$ cat src/rtl/mult_arb_pkg.sv
// Shared types and widths for the arbitrated multiplier block.
package mult_arb_pkg;

   localparam int unsigned OP_W   = 4;
   localparam int unsigned PROD_W = 8;

   typedef enum logic [1:0] {
      IDLE = 2'd0,
      CALC = 2'd1,
      RESP = 2'd2
   } state_t;

endpackage

$ cat src/rtl/rr_pick.sv
// Round-robin winner search: first asserted request at or after ptr, wrapping.
module rr_pick #(
   parameter int unsigned NREQ = 2,
   parameter int unsigned IDW  = 1
) (
   input  logic [NREQ-1:0] req,
   input  logic [IDW-1:0]  ptr,
   output logic [NREQ-1:0] grant,
   output logic [IDW-1:0]  idx,
   output logic            any
);

   logic [31:0]    pos_w;
   logic [IDW-1:0] pos;

   // Scan from ptr upward modulo NREQ and keep the first hit
   always_comb begin
      grant = '0;
      idx   = '0;
      any   = 1'b0;
      pos_w = '0;
      pos   = '0;
      for (int k = 0; k < NREQ; k++) begin
         pos_w = 32'(ptr) + 32'(k);
         if (pos_w >= NREQ) pos_w = pos_w - NREQ;
         pos = IDW'(pos_w);
         if (!any && req[pos]) begin
            any        = 1'b1;
            idx        = pos;
            grant[pos] = 1'b1;
         end
      end
   end

endmodule

$ cat src/rtl/tt_um_wallace.sv
// 4x4 unsigned multiplier built as a carry-save (Wallace-style) reduction of
// the four partial products followed by one carry-propagate adder.
module tt_um_wallace (
   input  logic [3:0] a,
   input  logic [3:0] b,
   output logic [7:0] p
);

   logic [7:0] pp0, pp1, pp2, pp3;
   logic [7:0] s1, m1, c1, s2, m2, c2;

   // Partial products aligned to their binary weight
   always_comb begin
      pp0 = {4'b0000, a & {4{b[0]}}};
      pp1 = {3'b000,  a & {4{b[1]}}, 1'b0};
      pp2 = {2'b00,   a & {4{b[2]}}, 2'b00};
      pp3 = {1'b0,    a & {4{b[3]}}, 3'b000};
   end

   // Two 3:2 compression layers, then the final add
   always_comb begin
      s1 = pp0 ^ pp1 ^ pp2;
      m1 = (pp0 & pp1) | (pp0 & pp2) | (pp1 & pp2);
      c1 = {m1[6:0], 1'b0};
      s2 = s1 ^ c1 ^ pp3;
      m2 = (s1 & c1) | (s1 & pp3) | (c1 & pp3);
      c2 = {m2[6:0], 1'b0};
      p  = s2 + c2;
   end

endmodule

$ cat src/rtl/mult_arbiter.sv
// Round-robin arbiter sharing one 4x4 multiplier between NREQ requesters.
// Each op: grant in IDLE, one CALC cycle, then RESP held until consumed.
// Optional per-requester accumulators are built when MULT_ARB_ACC_EN is defined.
module mult_arbiter
   import mult_arb_pkg::*;
#(
   parameter int unsigned NREQ  = 2,
   parameter int unsigned ACC_W = 12
) (
   input  logic                     clk,
   input  logic                     rst,
   input  logic [NREQ-1:0]          req_valid,
   output logic [NREQ-1:0]          req_ready,
   input  logic [4*NREQ-1:0]        req_a,
   input  logic [4*NREQ-1:0]        req_b,
   input  logic [NREQ-1:0]          req_acc,
   output logic                     rsp_valid,
   input  logic                     rsp_ready,
   output logic [ACC_W-1:0]         rsp_data,
   output logic [$clog2(NREQ)-1:0]  rsp_id,
   output logic                     busy
);

   localparam int unsigned IDW = $clog2(NREQ);

   state_t              state_q, state_d;
   logic [NREQ-1:0]     pick_grant;
   logic [IDW-1:0]      pick_idx;
   logic                pick_any;
   logic [IDW-1:0]      rr_ptr, ptr_next;
   logic                grant_fire;
   logic [OP_W-1:0]     sel_a, sel_b;
   logic                sel_acc;
   logic [OP_W-1:0]     op_a, op_b;
   logic [IDW-1:0]      op_id;
   logic [PROD_W-1:0]   prod;
   logic [ACC_W-1:0]    prod_ext;
   logic [ACC_W-1:0]    result;

   rr_pick #(
      .NREQ (NREQ),
      .IDW  (IDW)
   ) u_pick (
      .req   (req_valid),
      .ptr   (rr_ptr),
      .grant (pick_grant),
      .idx   (pick_idx),
      .any   (pick_any)
   );

   // A grant is only issued from IDLE and never while reset is asserted
   assign grant_fire = (state_q == IDLE) && pick_any && !rst;

   // Select the winner's operands and mode bit with the one-hot grant
   always_comb begin
      sel_a   = '0;
      sel_b   = '0;
      sel_acc = 1'b0;
      for (int i = 0; i < NREQ; i++) begin
         if (pick_grant[i]) begin
            sel_a   = req_a[i*OP_W +: OP_W];
            sel_b   = req_b[i*OP_W +: OP_W];
            sel_acc = req_acc[i];
         end
      end
   end

   // Pointer moves to the requester after the winner, wrapping at NREQ
   always_comb begin
      ptr_next = pick_idx + IDW'(1);
      if (32'(pick_idx) == NREQ - 1) ptr_next = '0;
   end

   // FSM state register
   always_ff @(posedge clk) begin
      if (rst) state_q <= IDLE;
      else     state_q <= state_d;
   end

   // FSM next-state logic
   always_comb begin
      state_d = state_q;
      case (state_q)
         IDLE:    if (pick_any)  state_d = CALC;
         CALC:                   state_d = RESP;
         RESP:    if (rsp_ready) state_d = IDLE;
         default:                state_d = IDLE;
      endcase
   end

   // FSM outputs; req_ready must be visible in the grant cycle itself
   always_comb begin
      req_ready = '0;
      rsp_valid = 1'b0;
      busy      = 1'b0;
      case (state_q)
         IDLE:    if (grant_fire) req_ready = pick_grant;
         CALC:    busy = 1'b1;
         RESP: begin
            busy      = 1'b1;
            rsp_valid = 1'b1;
         end
         default: busy = 1'b1;
      endcase
   end

   // Capture the granted op, then latch its result at the end of CALC
   always_ff @(posedge clk) begin
      if (rst) begin
         rr_ptr   <= '0;
         op_a     <= '0;
         op_b     <= '0;
         op_id    <= '0;
         rsp_data <= '0;
         rsp_id   <= '0;
      end else begin
         if (grant_fire) begin
            rr_ptr <= ptr_next;
            op_a   <= sel_a;
            op_b   <= sel_b;
            op_id  <= pick_idx;
         end
         if (state_q == CALC) begin
            rsp_data <= result;
            rsp_id   <= op_id;
         end
      end
   end

   tt_um_wallace u_mul (
      .a (op_a),
      .b (op_b),
      .p (prod)
   );

   assign prod_ext = ACC_W'(prod);

`ifdef MULT_ARB_ACC_EN
   logic             op_acc;
   logic [ACC_W-1:0] acc_q [NREQ];

   // Accumulate mode adds onto the owner's running sum, wrapping at ACC_W
   always_comb begin
      result = prod_ext;
      if (op_acc) result = acc_q[op_id] + prod_ext;
   end

   // Mode bit follows the grant; the owner's accumulator follows the result
   always_ff @(posedge clk) begin
      if (rst) begin
         op_acc <= 1'b0;
         for (int i = 0; i < NREQ; i++) acc_q[i] <= '0;
      end else begin
         if (grant_fire)        op_acc       <= sel_acc;
         if (state_q == CALC)   acc_q[op_id] <= result;
      end
   end
`else
   logic unused_acc;

   // Without accumulators the mode bit has no effect
   assign unused_acc = sel_acc;
   assign result     = prod_ext;
`endif

endmodule

$ cat config.mk
export PLATFORM = sky130hd
export DESIGN_NAME = mult_arbiter
export DESIGN_NICKNAME = d
export VERILOG_FILES = /design/src/rtl/mult_arb_pkg.sv /design/src/rtl/rr_pick.sv /design/src/rtl/tt_um_wallace.sv /design/src/rtl/mult_arbiter.sv
export SDC_FILE = /design/constraint.sdc
export NUM_CORES = 1
export LEC_CHECK = 0
export ABC_AREA = 1
export CORE_ASPECT_RATIO = 0.7
export CORE_MARGIN = 2
export CORE_UTILIZATION = 51
export DETAILED_ROUTE_END_ITERATION = 10
export GPL_TIMING_DRIVEN = 0
export MAX_ROUTING_LAYER = met4
export PLACE_DENSITY = 0.9
export SLEW_MARGIN = 20
export SYNTH_ARGS = -nofsm -noshare
export SYNTH_HDL_FRONTEND = slang
export SYNTH_SLANG_ARGS = --single-unit
$ cat constraint.sdc
create_clock -name clk -period 4.3 [get_ports clk]
set_clock_uncertainty 0.1 [all_clocks]
set_input_delay 0.86 -clock clk [delete_from_list [all_inputs] [get_ports clk]]
set_output_delay 0.86 -clock clk [all_outputs]
set_load 0.01 [all_outputs]
==> impl_metrics.env <==
export IMPL_multi_input_area_um2=806
export IMPL_dp_cells=260
export IMPL_cts_tree="done"
export IMPL_synth_cells_most_frequent="40 x nand2_1, 23 x inv_1, 21 x dfxtp_1, 21 x nand3_1, 16 x nor2_1"
export IMPL_drt_vias_per_instance=4.84
export IMPL_diodes=0
export IMPL_fillerInstances=211
export IMPL_finalSetupViolCount=0
export IMPL_clock_path_buffers=2
export IMPL_status="complete, no violations"
export IMPL_dp_slack_ns=0.924
export IMPL_initial_core_util_pct=54.9
export IMPL_critPathSlowestCell="clkdlybuf4s50_1"
export IMPL_yosys_area_top_type_share_pct=30.2
export IMPL_vdd_drop_max_uv=220
export IMPL_wl_met3_um=159
export IMPL_crit_chain="clkdlybuf4s50_1, buf_4, a21boi_1, nand2_1, inv_2, clkdlybuf4s50_1"
export IMPL_place_hpwl_mm=2.39
export IMPL_hold_start="op_id"
export IMPL_critPathRequiredTime_ns=3.34
export IMPL_syn_area_per_cell_um2=7.32
export IMPL_routed_top_layer="met4"
export IMPL_fp_dieH_um=47.7
export IMPL_grt_pass1_vias=1169
export IMPL_grt_usage_pct=24.2
export IMPL_cts_root_buf="clkbuf_8"
export IMPL_syn_inst=190
export IMPL_stdcell_area_um2=1820
export IMPL_drive_above_1_share_pct=17.8
export IMPL_routed_wirelength_mm=3.01
export IMPL_critical_path_class="in -> out"
export IMPL_cellLeakagePower_nw=0.905
export IMPL_overflow=0
export IMPL_cp_slowest_stage_delay_ns=0.53
export IMPL_wl_met2_mm=1.29
export IMPL_final_cell_count_no_fill=264
export IMPL_rsz0062_at_grt="no"
export IMPL_yosysWarnings=0
export IMPL_cap_viol_max_count=0
export IMPL_drt_iter0_drc=97
export IMPL_grt_max_degree=14
export IMPL_pin_count=40
export IMPL_cp_arrival_ns=2.42
export IMPL_die_area_um2=3170
export IMPL_cts_buffers_inserted=3
export IMPL_hp_class="reg -> reg"
export IMPL_start_kind="input port"
export IMPL_holdBufCountCts=0
export IMPL_worstSetupStartpoint="req_valid[1]"
export IMPL_seq_area_frac_synth_pct=30.2
export IMPL_area_delta_synth_final_pct=31.1
export IMPL_timing_setup_tns_ns=0
export IMPL_syn_area_um2=1390
export IMPL_die_w_um=66.4
export IMPL_finalHoldViolCount=0
export IMPL_cp_end_kind="output port"
export IMPL_synth_async_reset_ratio_pct=0
export IMPL_core_rowCount=15
export IMPL_r2r_slack_ns=1.51
export IMPL_cp_max_fo=10
export IMPL_gp_congestion=0.795
export IMPL_yosysMostFrequentCell="nand2_1"
export IMPL_clk_pin_slew_ns=0.08
export IMPL_first_pass_iters=4
export IMPL_post_dp_cell_area_um2=1780
export IMPL_synth_edff_count=0
export IMPL_seq_area_um2=420
export IMPL_setup_slack_ns=0.920
export IMPL_slew_viol_final=0
export IMPL_routedWlPerCell_um=11.4
export IMPL_fmax_mhz=296
export IMPL_r2r_start="op_b[0]"
export IMPL_met1_length_mm=1.55
export IMPL_crit_family="buffers and inverters"
export IMPL_fin_nets=267
export IMPL_ys_types=22
export IMPL_cts_setup_buffers=0
export IMPL_post_route_period_util_pct=78.6
export IMPL_htreeDepth=1
export IMPL_period_needed_ns=3.38
export IMPL_num_vias=1277
export IMPL_hold_ws_ns=0.382
export IMPL_yosys_area_top_type="dfxtp_1"
export IMPL_drtAntennaViolNets=0
export IMPL_io_buffers=33
export IMPL_cts_resized=0
export IMPL_grt_first_pass_wirelength_mm=5.44
export IMPL_cts_sinks=21
export IMPL_synth_area_top_cells="dfxtp_1 30%, nand2_1 11%, fa_1 8.6%, nand3_1 7.6%, ha_1 6.3%"
export IMPL_clock_latency_ns=0.26
export IMPL_cp_buffers_inverters=4
export IMPL_critical_path_most_common_cell="clkdlybuf4s50_1"
export IMPL_synthFlopType="dfxtp_1"
export IMPL_antenna_found_initial=0
export IMPL_power_density_nw_per_um2=260
export IMPL_fp_coreArea_um2=2530
export IMPL_ys_seq_elements=21
export IMPL_route_detailed_drc=0
-- report_power, final --
part	internal, mW	switching, mW
Combinational	0.0606	0.0600
Clock	0.0655	0.0664
Sequential	0.209	0.0128
-- metal layers --
metal | up-vias | GRT usage, %
met1 | 570 | 34.0
met4 | 0 | 3.67
li1 | 663 | -
met5 | - | -
met2 | 39 | 36.6
met3 | 5 | 5.65
-- through the flow --
stage,power (mW),util (%)
detailed placement,0.346,70.1
global placement,0.344,70.1
global route,0.504,72.0
CTS,0.478,72.0
floorplan,0.294,-
finish,0.475,72.0
-- sequential cells by signal, summed over array words and instances (netlist names) --
name / cells
op_a: 4
op_b: 4
op_id: 1
rr_ptr: 1
rsp_data: 8
rsp_id: 1
state_q: 2
-- worst paths after layout --
| check | depth (start not counted) | end |
|---|---|---|
| worst min-delay path | 2 | op_id |
| worst max-delay path | 6 | req_ready[1] |
| worst min register to register | 2 | op_id |
| worst max register to register | 10 | rsp_data[7] |
-- tightest hold or removal path, stage by stage, from the launching register on --
cell	delay [ns]
dfxtp_1	0.32
nand2_1	0.06
o21ai_1	0.06
-- cell type report --
class,instances,share of cell area (%)
plain buffers,10,3.91
clock inverters,1,0.412
clock buffers,3,2.26
inverters,28,5.76
repair buffers,33,18.1
multi-input cells,134,44.2
well taps,34,2.33
flip-flops and latches,21,23.0
-- kinds of logic (layout without fill, tap and decap cells) --
logic type      after synthesis  after routing  synth area share (%)
fa+ha+maj                    13             13                  14.9
other cells                   1              4                 0.270
flops                        21             21                  30.2
buf+inv                      38             75                  12.7
simple gates                 91             91                  29.9
compound gates               25             25                  11.3
xor+xnor                      1              1                 0.630
-- layout by cell type (no fill, tap or decap) --
cell type	count
nand2_1	40
clkdlybuf4s50_1	33
inv_1	23
nand3_1	21
dfxtp_1	21
nor2_1	16
nand2_2	9
a21oi_2	8
o21ai_0	7
ha_1	7
buf_4	6
a21oi_1	6
fa_1	6
inv_2	5
conb_1	4
buf_2	3
o21ai_1	3
clkbuf_8	3
nor2_2	2
nand2_4	2
a21boi_1	1
nand3_2	1
buf_6	1
xor2_1	1
clkinvlp_4	1
Power figures use the tool's default switching activity.
